==> src/rtl/spike_packer.sv <==
// Collects per-neuron spike events over one timestep into an N-bit bitmap, then
// streams it out LSB-first as N/WORD words on the sparse_bits valid/ready link.
module spike_packer #(
  parameter int N     = 128,
  parameter int WORD  = 32,
  parameter int IDX_W = 7
) (
  input  logic             clk,
  input  logic             rst,
  input  logic             spk_valid,
  input  logic [IDX_W-1:0] spk_idx,
  output logic             spk_ready,
  input  logic             eof_valid,
  output logic             eof_ready,
  output logic [WORD-1:0]  sparse_bits,
  output logic             opt_valid,
  input  logic             opt_ready,
  output logic             opt_last,
  output logic [15:0]      frame_cnt,
  output logic             idx_err
);
  localparam int NW = N / WORD;
  localparam int CW = (NW > 1) ? $clog2(NW) : 1;

  typedef enum logic {COLLECT, SEND} state_t;
  state_t state, state_d;

  logic [NW-1:0][WORD-1:0] bitmap;
  logic [CW-1:0]           word_cnt;
  logic [N-1:0]            hit;
  logic                    spk_fire, eof_fire, opt_fire;

  // Shifting past bit N-1 gives an empty mask, which doubles as the range check.
  assign hit = N'(1) << spk_idx;

  always_comb begin
    state_d     = state;
    spk_ready   = 1'b0;
    eof_ready   = 1'b0;
    opt_valid   = 1'b0;
    opt_last    = 1'b0;
    sparse_bits = '0;
    case (state)
      COLLECT: begin
        spk_ready = 1'b1;
        eof_ready = 1'b1;
        if (eof_valid) state_d = SEND;
      end
      SEND: begin
        opt_valid   = 1'b1;
        sparse_bits = bitmap[word_cnt];
        opt_last    = (word_cnt == CW'(NW - 1));
        if (opt_ready && opt_last) state_d = COLLECT;
      end
      default: state_d = COLLECT;
    endcase
  end

  assign spk_fire = spk_valid & spk_ready;
  assign eof_fire = eof_valid & eof_ready;
  assign opt_fire = opt_valid & opt_ready;

  always_ff @(posedge clk) begin
    if (rst) begin
      state     <= COLLECT;
      bitmap    <= '0;
      word_cnt  <= '0;
      frame_cnt <= '0;
      idx_err   <= 1'b0;
    end else begin
      state <= state_d;
      if (spk_fire) begin
        if (|hit) bitmap <= bitmap | hit;
        else      idx_err <= 1'b1;
      end
      if (eof_fire) word_cnt <= '0;
      if (opt_fire) begin
        if (opt_last) begin
          bitmap    <= '0;
          word_cnt  <= '0;
          frame_cnt <= frame_cnt + 16'd1;
        end else begin
          word_cnt <= word_cnt + 1'b1;
        end
      end
    end
  end
endmodule
==> config.mk <==
export PLATFORM = sky130hd
export DESIGN_NAME = spike_packer
export DESIGN_NICKNAME = d
export VERILOG_FILES = /design/src/rtl/spike_packer.sv
export SDC_FILE = /design/constraint.sdc
export NUM_CORES = 1
export LEC_CHECK = 0
export CAP_MARGIN = 20
export CORE_MARGIN = 3
export CORE_UTILIZATION = 50
export CTS_CLUSTER_SIZE = 28
export DETAILED_ROUTE_END_ITERATION = 8
export GPL_TIMING_DRIVEN = 0
export PLACE_DENSITY = 0.75
export SLEW_MARGIN = 20
export SYNTH_ARGS = -nofsm -noshare
export SYNTH_HDL_FRONTEND = slang
export SYNTH_SLANG_ARGS = --single-unit
export TNS_END_PERCENT = 30
==> constraint.sdc <==
create_clock -name clk -period 1.98 [get_ports clk]
set_clock_uncertainty 0.15 [all_clocks]
set_input_delay 0.396 -clock clk [delete_from_list [all_inputs] [get_ports clk]]
set_output_delay 0.396 -clock clk [all_outputs]
set_load 0.02 [all_outputs]
==> results of run 1 <==
==> cells in the mapped netlist (all sizes together), types with 3 or more instances <==
| cell type | n | share of area, % |
|---|---|---|
| nand2 | 8 | 0.51 |
| nand2b | 7 | 0.74 |
| nand4 | 6 | 0.84 |
| xor2 | 6 | 0.89 |
| a21oi | 132 | 11 |
| nor3 | 12 | 1.3 |
| or3 | 3 | 0.32 |
| dfxtp | 148 | 50 |
| clkbuf | 29 | 1.8 |
| nor2 | 175 | 11 |
| and2 | 34 | 3.6 |
| o21ai | 3 | 0.25 |
| buf | 15 | 1.3 |
| mux4 | 32 | 12 |
| xnor2 | 5 | 0.74 |
| nand3 | 5 | 0.42 |
==> cell families after synthesis <==
logic type | synth area share [%]
muxes | 12.3
adders and majority gates | 0.422
buffers and inverters | 3.23
and+or+nand+nor | 20.4
DFF | 50.0
AOI/OAI and AO/OA | 12.0
xor gates and xnor gates | 1.63
==> power groups by stage <==
stage / combinational [uW] / sequential [uW] / clock (uW)
after floorplan: 178 / 3060 / 0
after global placement: 292 / 3060 / 0
after detailed placement: 297 / 3060 / 0
after CTS: 342 / 3000 / 3110
after global routing: 399 / 3000 / 3240
final: 376 / 3000 / 3100
==> per-stage QoR <==
stage          area, um2  setup TNS (ns)
6_report            7760          -14.29
5_1_grt             7760          -17.08
4_1_cts             7390          -15.28
3_5_place_dp        6730         -102.08
3_3_place_gp        6730          -96.38
2_1_floorplan       5930          -0.579
==> layer usage <==
metal,global-route usage (%),vias up
met2,44.0,289
met5,0,-
met4,13.7,0
met1,34.6,2544
met3,6.58,63
li1,-,2395
==> flip-flops by register name, summed over array words and instances (netlist names) <==
signal     flops
bitmap       128
word_cnt       2
idx_err        1
state          1
frame_cnt     16
==> worst max-delay path, cell delays in order, from the launching register on <==
cell and delay, ns:
dfxtp_2 0.36, buf_12 0.16, buf_12 0.14, mux4_2 0.53
and2_4 0.18, buf_6 0.12
==> how the worst max path moves through the flow <==
| stage | startpoint | endpoint | slack, ns | cells after the start |
|---|---|---|---|---|
| floorplan | word_cnt[0]$_SDFFE_PP0P_ | sparse_bits[10] | -0.03 | 4 |
| global placement | word_cnt[1]$_SDFFE_PP0P_ | sparse_bits[19] | -0.84 | 5 |
| global route | word_cnt[0]$_SDFFE_PP0P_ | sparse_bits[19] | -0.52 | 5 |
| detailed placement | word_cnt[1]$_SDFFE_PP0P_ | sparse_bits[8] | -0.85 | 5 |
| CTS | word_cnt[0]$_SDFFE_PP0P_ | sparse_bits[22] | -0.54 | 6 |
| finish | word_cnt[0]$_SDFFE_PP0P_ | sparse_bits[19] | -0.48 | 5 |
==> area by class of cell <==
cell class	count	share of cell area [%]
Multi-Input combinational cell	447	37.6
Clock buffer	23	6.42
Sequential cell	148	38.2
Tap cell	143	2.30
Clock inverter	9	0.983
Buffer	44	4.37
Timing Repair Buffer	73	10.0
Inverter	1	0.0484
==> repair_timing <==
| action | 4_1_cts | 5_1_grt |
|---|---|---|
| resized for setup | 216 | 106 |
| buffers inserted | 5 | 4 |
| gates cloned | 1 | 2 |
| endpoints found under the setup margin | 157 | 119 |
| pin swaps | 0 | 6 |
==> impl_metrics.yaml, run 1 <==
sta:
  relSlewSlack_pct: 43.8
  hold_ws_ns: 0.315
  min_period_ns: 2.46
  hold_violations: 0
  period_share_pct: 124
  rsz0062_at_grt: "yes"
  worstMarginPinSlew_ns: 0.837
  fmax_mhz: 406
  finalWorstSetupSlack_ns: -0.484
  final_max_slew_viol_count: 0
  finalSetupViolations: 33
die:
  die_area_um2: 13200
  dieHeight_um: 115
  core_um2: 11500
  io_pins: 65
  num_rows: 39
  start_util_pct: 51.5
  dieWidth_um: 115
worst_hold_path:
  min_path_cells: 1
  worstHoldEndpoint: "idx_err$_SDFFE_PP0P_"
  min_from: "idx_err$_SDFFE_PP0P_"
  hold_path.class: "reg -> reg"
clock_network:
  cts_root_buffer: "clkbuf_16"
  cts_tree: "done"
  path_clk_slew_ns: 0.06
  cts_hold_buffers: 0
  cts.sinks: 148
  clk_latency_ns: 0.43
  cts_buffers: 17
  htreeDepth: 4
  clockBufferDepth: 2
logic_synthesis:
  synthCells: 640
  synth_area_um2: 5930
  async_reset_ff_share_pct: 0
  synth_edf_count: 0
  yosysUniqueCellTypes: 37
  yosysSeqAreaShare_pct: 50.0
  syn-num-nets: 654
  syn_area_per_cell_um2: 9.26
  synthFlopType: "dfxtp_1"
  ys_seq_elements: 148
  synth_warnings: 0
power_and_ir_drop:
  ir_worst_vdd_mv: 0.552
  p_sw_share_pct: 22.8
  combPwrFrac_pct: 5.8
  seq_power_share_pct: 46.3
  power.density_nw_per_um2: 834
  leakage_uw: 0.00309
  switchingPower_uw: 1470
  p_int_uw: 5000
  finalPower_uw: 6480
  pwr-share-clk_pct: 47.9
status:
  violations: "negative setup slack"
  status: "finished, violations left"
detailed_routing:
  drc_errors: 0
  initialDrtViolationCount: 617
  vias: 5291
  wl_met1_um: 6790
  wl_met2_um: 8430
  routedWlPerCell_um: 19.8
  avgViaCountPerCell: 5.96
  highest_layer: "met4"
  wl_um: 17500
  wl_met3_um: 1610
  ant_nets: 0
  drtPass1Iterations: 7
finish:
  nets: 746
  drive_gt1_share_pct: 26.2
  diodes: 0
  finalNonFillerCells: 888
  final_util_pct: 67.4
  fill_cells: 874
  final_common_cell: "nor2_1"
  regArea_um2: 2970
  mostFrequentLayoutCells: "nor2_1 (169), dfxtp_1 (146), a21oi_1 (132)"
  multi_input_comb_area_um2: 2920
  syn_to_final_growth_pct: 31.0
setup_path:
  required_ns: 1.43
  crit_type: "reg -> out"
  critPathMaxFanout: 8
  cp.arrival_ns: 1.92
  r2r_end: "bitmap[3]$_SDFF_PP0_"
  reg2reg_slack_ns: 0.01
  r2r_cells: 6
  crit_path_start_kind: "flop"
  end_kind: "output pin"
  reg2reg_from: "state$_SDFF_PP0_"
global_route:
  antenna_found_initial: 0
  gr-total-overflow: 0
  grt_usage_pct: 27.4
  grt_max_degree: 17
  grt_pass1_vias: 5186
  grt_pass1_wl_um: 27400
run:
  max_cap_violations: 0
placed_design:
  numPlacedInstances: 845
  pre_cts_ws_ns: -0.847
  gp_congestion: 0.922
  dp_hpwl_um: 12000
  port_buffers: 62
Power figures use the tool's default switching activity.
==> run 2: changes to the inputs <==
--- a/config.mk
+++ b/config.mk
@@ -5,7 +5,6 @@
 export SDC_FILE = /design/constraint.sdc
 export NUM_CORES = 1
 export LEC_CHECK = 0
-export CAP_MARGIN = 20
 export CORE_MARGIN = 3
 export CORE_UTILIZATION = 50
 export CTS_CLUSTER_SIZE = 28
==> results of run 2 <==
No change in the layout: final DEF, timing and power equal those of run 1.
==> run 3: changes to the inputs <==
--- a/config.mk
+++ b/config.mk
@@ -11,6 +11,7 @@
 export DETAILED_ROUTE_END_ITERATION = 8
 export GPL_TIMING_DRIVEN = 0
 export PLACE_DENSITY = 0.75
+export RECOVER_POWER = 25
 export SLEW_MARGIN = 20
 export SYNTH_ARGS = -nofsm -noshare
 export SYNTH_HDL_FRONTEND = slang
==> run 3 against run 2 <==
  * The run still ends with negative setup slack left
  * Sequential power about the same
  * Power grew 0.13%
  * Fmax is 0.15% higher
  * Critical endpoint unchanged
==> impl_metrics.yaml, run 3 (synthesis results as in run 1) <==
die:
  die_area_um2: 13200
  core_um2: 11500
  dieHeight_um: 115
  dieWidth_um: 115
  start_util_pct: 51.5
  io_pins: 65
  num_rows: 39
power_and_ir_drop:
  switchingPower_uw: 1480
  seq_power_share_pct: 46.2
  ir_worst_vdd_mv: 0.551
  leakage_uw: 0.00301
  finalPower_uw: 6480
  power.density_nw_per_um2: 839
  pwr-share-clk_pct: 48.0
  p_int_uw: 5000
  combPwrFrac_pct: 5.8
  p_sw_share_pct: 22.9
finish:
  nets: 746
  final_common_cell: "nor2_1"
  largestRegisters: "bitmap: 128 flops, frame_cnt: 16 flops, word_cnt: 2 flops"
  drive_gt1_share_pct: 25.8
  finalNonFillerCells: 888
  fill_cells: 881
  final_util_pct: 67.1
  mostFrequentLayoutCells: "nor2_1 (169), dfxtp_1 (146), a21oi_1 (132)"
  syn_to_final_growth_pct: 30.4
  largest_reg_flops: 128
  top_register: "bitmap"
  diodes: 0
sta:
  worstMarginPinSlew_ns: 0.808
  fmax_mhz: 406
  finalWorstSetupSlack_ns: -0.480
  min_period_ns: 2.46
  relSlewSlack_pct: 45.7
  finalSetupTns_ns: -14.78
  rsz0062_at_grt: "yes"
  finalSetupViolations: 56
  hold_violations: 0
  period_share_pct: 124
  final_max_slew_viol_count: 0
detailed_routing:
  wl_um: 17700
  vias: 5307
  routedWlPerCell_um: 19.9
  drc_errors: 0
  drtPass1Iterations: 5
  ant_nets: 0
  avgViaCountPerCell: 5.98
  initialDrtViolationCount: 618
clock_network:
  cts.sinks: 148
  path_clk_slew_ns: 0.06
  clk_latency_ns: 0.43
  clockBufferDepth: 2
  cts_tree: "done"
  cts_root_buffer: "clkbuf_16"
  cts_hold_buffers: 0
  htreeDepth: 4
  cts_buffers: 17
setup_path:
  cp.arrival_ns: 1.91
  crit_slowest_cell: "mux4_2"
  crit_chain: "buf_12, buf_12, mux4_2, and2_4, buf_6"
  end_kind: "output pin"
  crit_type: "reg -> out"
  required_ns: 1.43
  cp_slowest_stage_delay_ns: 0.53
  critPathMaxFanout: 8
  crit_path_start_kind: "flop"
  cp_common_cell: "buf_12"
global_route:
  grt_usage_pct: 27.4
  grt_pass1_vias: 5186
  grt_pass1_wl_um: 27400
  grt_max_degree: 17
  antenna_found_initial: 0
  gr-total-overflow: 0
placed_design:
  pre_cts_ws_ns: -0.847
  dp_hpwl_um: 12000
  gp_congestion: 0.922
  port_buffers: 62
  numPlacedInstances: 845
run:
  max_cap_violations: 0
worst_hold_path:
  hold_path.class: "reg -> reg"
status:
  violations: "negative setup slack"
  status: "finished, violations left"
-- run 3: through the flow --
| stage | hold slack, ns | instance area (um2) |
|---|---|---|
| 3_3_place_gp | 0.292 | 6730 |
| 2_1_floorplan | 0.281 | 5930 |
| 3_5_place_dp | 0.303 | 6730 |
| 4_1_cts | 0.318 | 7390 |
| 6_report | 0.315 | 7730 |
| 5_1_grt | 0.331 | 7730 |
-- run 3: critical path: cells and delay by family, from the launching register on --
kind / cells / cell delay (ns)
buffers and inverters: 3 / 0.42
flip-flops: 1 / 0.36
multiplexers: 1 / 0.53
AND/OR/NAND/NOR: 1 / 0.18
-- run 3: worst paths after layout --
path	endpoint	startpoint	slack, ns	depth (start not counted)
setup / recovery	sparse_bits[19]	word_cnt[0]$_SDFFE_PP0P_	-0.48	5
hold / removal	idx_err$_SDFFE_PP0P_	idx_err$_SDFFE_PP0P_	0.32	1
setup reg to reg	frame_cnt[15]$_SDFFE_PP0P_	word_cnt[0]$_SDFFE_PP0P_	-0.07	5
hold reg to reg	idx_err$_SDFFE_PP0P_	idx_err$_SDFFE_PP0P_	0.32	1
-- run 3: power by group through the flow --
stage	registers (uW)	logic [uW]	clock network, uW
2_1_floorplan	3060	178	0
3_3_place_gp	3060	292	0
3_5_place_dp	3060	297	0
4_1_cts	3000	342	3110
5_1_grt	3000	397	3240
6_report	3000	376	3110
-- run 3: final cells by class --
type	instances	area, um2	share of cell area (%)
multi-input combinational	447	2910	37.7
buffer	44	338	4.37
inverter	1	3.75	0.0486
timing repair buffer	73	752	9.73
clock inverter	9	76.3	0.988
sequential	148	2970	38.4
tap	143	179	2.32
clock buffer	23	498	6.45
-- run 3: repair_timing --
| item | CTS | global route |
|---|---|---|
| hold endpoints to repair | 0 | 0 |
| resized for setup | 216 | 106 |
| endpoints found under the setup margin | 157 | 119 |
| pin swaps | 0 | 6 |
| setup buffers | 5 | 4 |
| gates cloned | 1 | 2 |
-- run 3: routing by layer --
layer,vias to the layer above,global-route usage (%),part of all wire (%)
li1,2395,-,-
met1,2555,34.6,40
met2,296,44.0,48
met3,61,6.58,8.3
met4,0,13.7,4.2
met5,-,0,0
==> RTL change: new RTL, settings of run 2 <==
Register the output `frame_cnt` once more, without a reset; this adds one clock of latency there. The other outputs are not delayed to match.
--- a/src/rtl/spike_packer.sv
+++ b/src/rtl/spike_packer.sv
@@ -23,6 +23,8 @@
   localparam int CW = (NW > 1) ? $clog2(NW) : 1;
 
   typedef enum logic {COLLECT, SEND} state_t;
+
+  logic [15:0] frame_cnt_s0;
   state_t state, state_d;
 
   logic [NW-1:0][WORD-1:0] bitmap;
@@ -65,7 +67,7 @@
       state     <= COLLECT;
       bitmap    <= '0;
       word_cnt  <= '0;
-      frame_cnt <= '0;
+      frame_cnt_s0 <= '0;
       idx_err   <= 1'b0;
     end else begin
       state <= state_d;
@@ -78,11 +80,15 @@
         if (opt_last) begin
           bitmap    <= '0;
           word_cnt  <= '0;
-          frame_cnt <= frame_cnt + 16'd1;
+          frame_cnt_s0 <= frame_cnt_s0 + 16'd1;
         end else begin
           word_cnt <= word_cnt + 1'b1;
         end
       end
     end
   end
+  always_ff @(posedge clk) begin
+    frame_cnt <= frame_cnt_s0;
+  end
+
 endmodule
Check against the original RTL: not equivalent (Yosys sat finds a counterexample within 10 cycles, from zero or initial values and one cycle with rst high).
==> RTL change against run 2 <==
The run still ends with setup timing left; area after synthesis rose by 6.4%; setup slack worse by 0.074 ns; sequential cell count up 16; final area rose by 8.6%; power rose by 7.2%; non-clock buffer count grew 9; sequential power is 10% higher; routed wire length rose by 5.3%; critical endpoint is now sparse_bits[5]; highest routed layer unchanged.
==> RTL change: results (changes against run 2) <==
Route:
- The total vias in the final route is 5,557 (was 5,291).
- The count of routing violations after the opening detailed-route iteration is 640 (was 617).
- The routed length per placed instance is 19.4 um (was 19.8 um).

Placement:
- The detailed placer's ending HPWL is 11,700 um (was 12,000 um).
- The number of port buffers is 64 (was 62).
- The total placed instance area is 7170 um^2 (was 6730 um^2).
- The post-placement setup slack is -0.918 ns (was -0.847 ns).
- The weighted congestion reported at the end of routability-driven placement was 0.897 (was 0.922).

Synthesis:
- The share of flip-flops with an asynchronous set or reset after synthesis is 0% (unchanged).
- The synthesized netlist net count came to 684 (was 654).
- The register area share after synthesis is 52.1% (was 50.0%).
- Main area contributors after synthesis: sky130_fd_sc_hd__dfxtp_1 52%, sky130_fd_sc_hd__mux4_2 11%, sky130_fd_sc_hd__a21oi_1 10% (was sky130_fd_sc_hd__dfxtp_1 50%, sky130_fd_sc_hd__mux4_2 12%, sky130_fd_sc_hd__a21oi_1 11%).
- The xor and xnor fraction of the mapped netlist area was 1.25% (was 1.63%).
- The synthesized-area fraction occupied by adder cells is 0.397% (was 0.422%).
- The multiplexer share of the synthesized area was 11.9% (was 12.3%).
- The count of distinct cell types in the synthesized netlist is 38 (was 37).
- The compound-cell area share of the yosys netlist is 11.2% (was 12.0%).
- Commonest cells in the netlist: 171 x sky130_fd_sc_hd__nor2_1, 164 x sky130_fd_sc_hd__dfxtp_1, 132 x sky130_fd_sc_hd__a21oi_1 (was 172 x sky130_fd_sc_hd__nor2_1, 148 x sky130_fd_sc_hd__dfxtp_1, 132 x sky130_fd_sc_hd__a21oi_1).

Outcome:
- Run status: finished with violations (unchanged).
- Failing checks: setup timing (unchanged).

CTS:
- The clock reaches the later pin of the worst-skew pair after 0.42 ns.
- The CTS clock-pin slew for the worst setup and hold paths is 0.06 ns (about the same).
- The total clock buffers created by CTS was 17 (unchanged).
- The maximum buffer depth of the clock tree came to 2 (unchanged).

Layout:
- The ratio of cells with drive above 1 in the final layout came to 28.4% (was 26.2%).
- The number of antenna cells inserted was 0 (unchanged).
- The final net count came to 785 (was 746).
- Top Registers: bitmap: 128 flops, frame_cnt: 16 flops, frame_cnt_s0: 16 flops (was bitmap: 128 flops, frame_cnt: 16 flops, word_cnt: 2 flops).

Global routing:
- The via count of the first global-routing pass is 5,524 (was 5,186).
- The combined global-route utilization of all metal layers came to 26.5% (was 27.4%).
- The met1 demand-to-capacity share in global routing came to 33.0% (was 34.6%).
- The met2 routing resource usage after global routing is 43.3% (was 44.0%).
- The global-route wire length before repair is 29,100 um (was 27,400 um).
- The met3 usage in global routing is 7.94% (was 6.58%).

STA:
- The setup violation total in the final timing report came to 35 (was 33).
- The worst setup margin is -0.558 ns (was -0.484 ns).
- The slew at the pin closest to its max-slew limit is 0.577 ns (was 0.837 ns).

Min path:
- The type of the most critical hold path is reg -> reg (unchanged).

Power and ir drop:
- The highest ir drop seen on vdd is 0.577 mV (was 0.552 mV).
- The leakage dissipation came to 0.00321 uW (was 0.00309 uW).

Worst setup path:
- The critical path arrival is 1.99 ns (was 1.92 ns).
- The peak fanout along the critical path came to 7 (was 8).
RTL change: repair_timing:
action / CTS / global route
setup buffers: 12 / 6
gates resized for setup: 313 / 67
endpoints found under the hold margin: 0 / 0
setup endpoints to repair: 158 / 164
pin swaps: 9 / 8
cloned: 3 / 0
RTL change: path summary, 6_finish.rpt:
path	startpoint	to	slack, ns	cells after the start
setup / recovery	word_cnt[0]$_SDFFE_PP0P_	sparse_bits[5]	-0.56	6
hold / removal	frame_cnt_s0[10]$_SDFFE_PP0P_	frame_cnt[10]$_DFF_P_	0.22	0
setup reg to reg	word_cnt[0]$_SDFFE_PP0P_	frame_cnt_s0[12]$_SDFFE_PP0P_	-0.16	7
hold reg to reg	frame_cnt_s0[10]$_SDFFE_PP0P_	frame_cnt[10]$_DFF_P_	0.22	0
RTL change: power by group:
part | switching [uW] | internal (uW) | total [uW]
Sequential | 7.87 | 3300 | 3310
Combinational | 281 | 158 | 438
Clock | 1250 | 1940 | 3190
RTL change: metrics by stage:
step	instances	TNS, ns
6_report	950	-15.29
5_1_grt	950	-17.12
4_1_cts	947	-16.48
3_5_place_dp	902	-108.48
3_3_place_gp	902	-105.77
2_1_floorplan	670	-1.05
RTL change: worst max-delay path, cell delays in order (launching register included):
cell	delay (ns)
sky130_fd_sc_hd__dfxtp_4	0.35
sky130_fd_sc_hd__clkbuf_16	0.16
sky130_fd_sc_hd__buf_12	0.11
sky130_fd_sc_hd__buf_12	0.12
sky130_fd_sc_hd__mux4_2	0.53
sky130_fd_sc_hd__and2_4	0.17
sky130_fd_sc_hd__buf_6	0.12
RTL change: logic make-up (layout without fill, tap and decap cells):
group,count (synthesis),count (layout)
XOR/XNOR,9,9
buffers and inverters,49,161
multiplexers,35,35
flip-flops,164,164
AO/OA/AOI/OAI,139,139
AND/OR/NAND/NOR,272,272
adder cells (fa/ha/maj),2,2
RTL change: area by class of cell:
cell class	instances	area (um^2)
fill	885	3730
sequential	164	3310
inverter	5	18.8
timing repair buffer	82	873
clock inverter	5	75.1
multi-input combinational	457	3110
buffer	44	350
tap	168	210
clock buffer	25	485
RTL change: layer usage:
metal | vias to the layer above | wire (um)
met5 | - | 0
met2 | 330 | 8950
li1 | 2511 | -
met1 | 2663 | 7120
met4 | 0 | 586
met3 | 53 | 1820
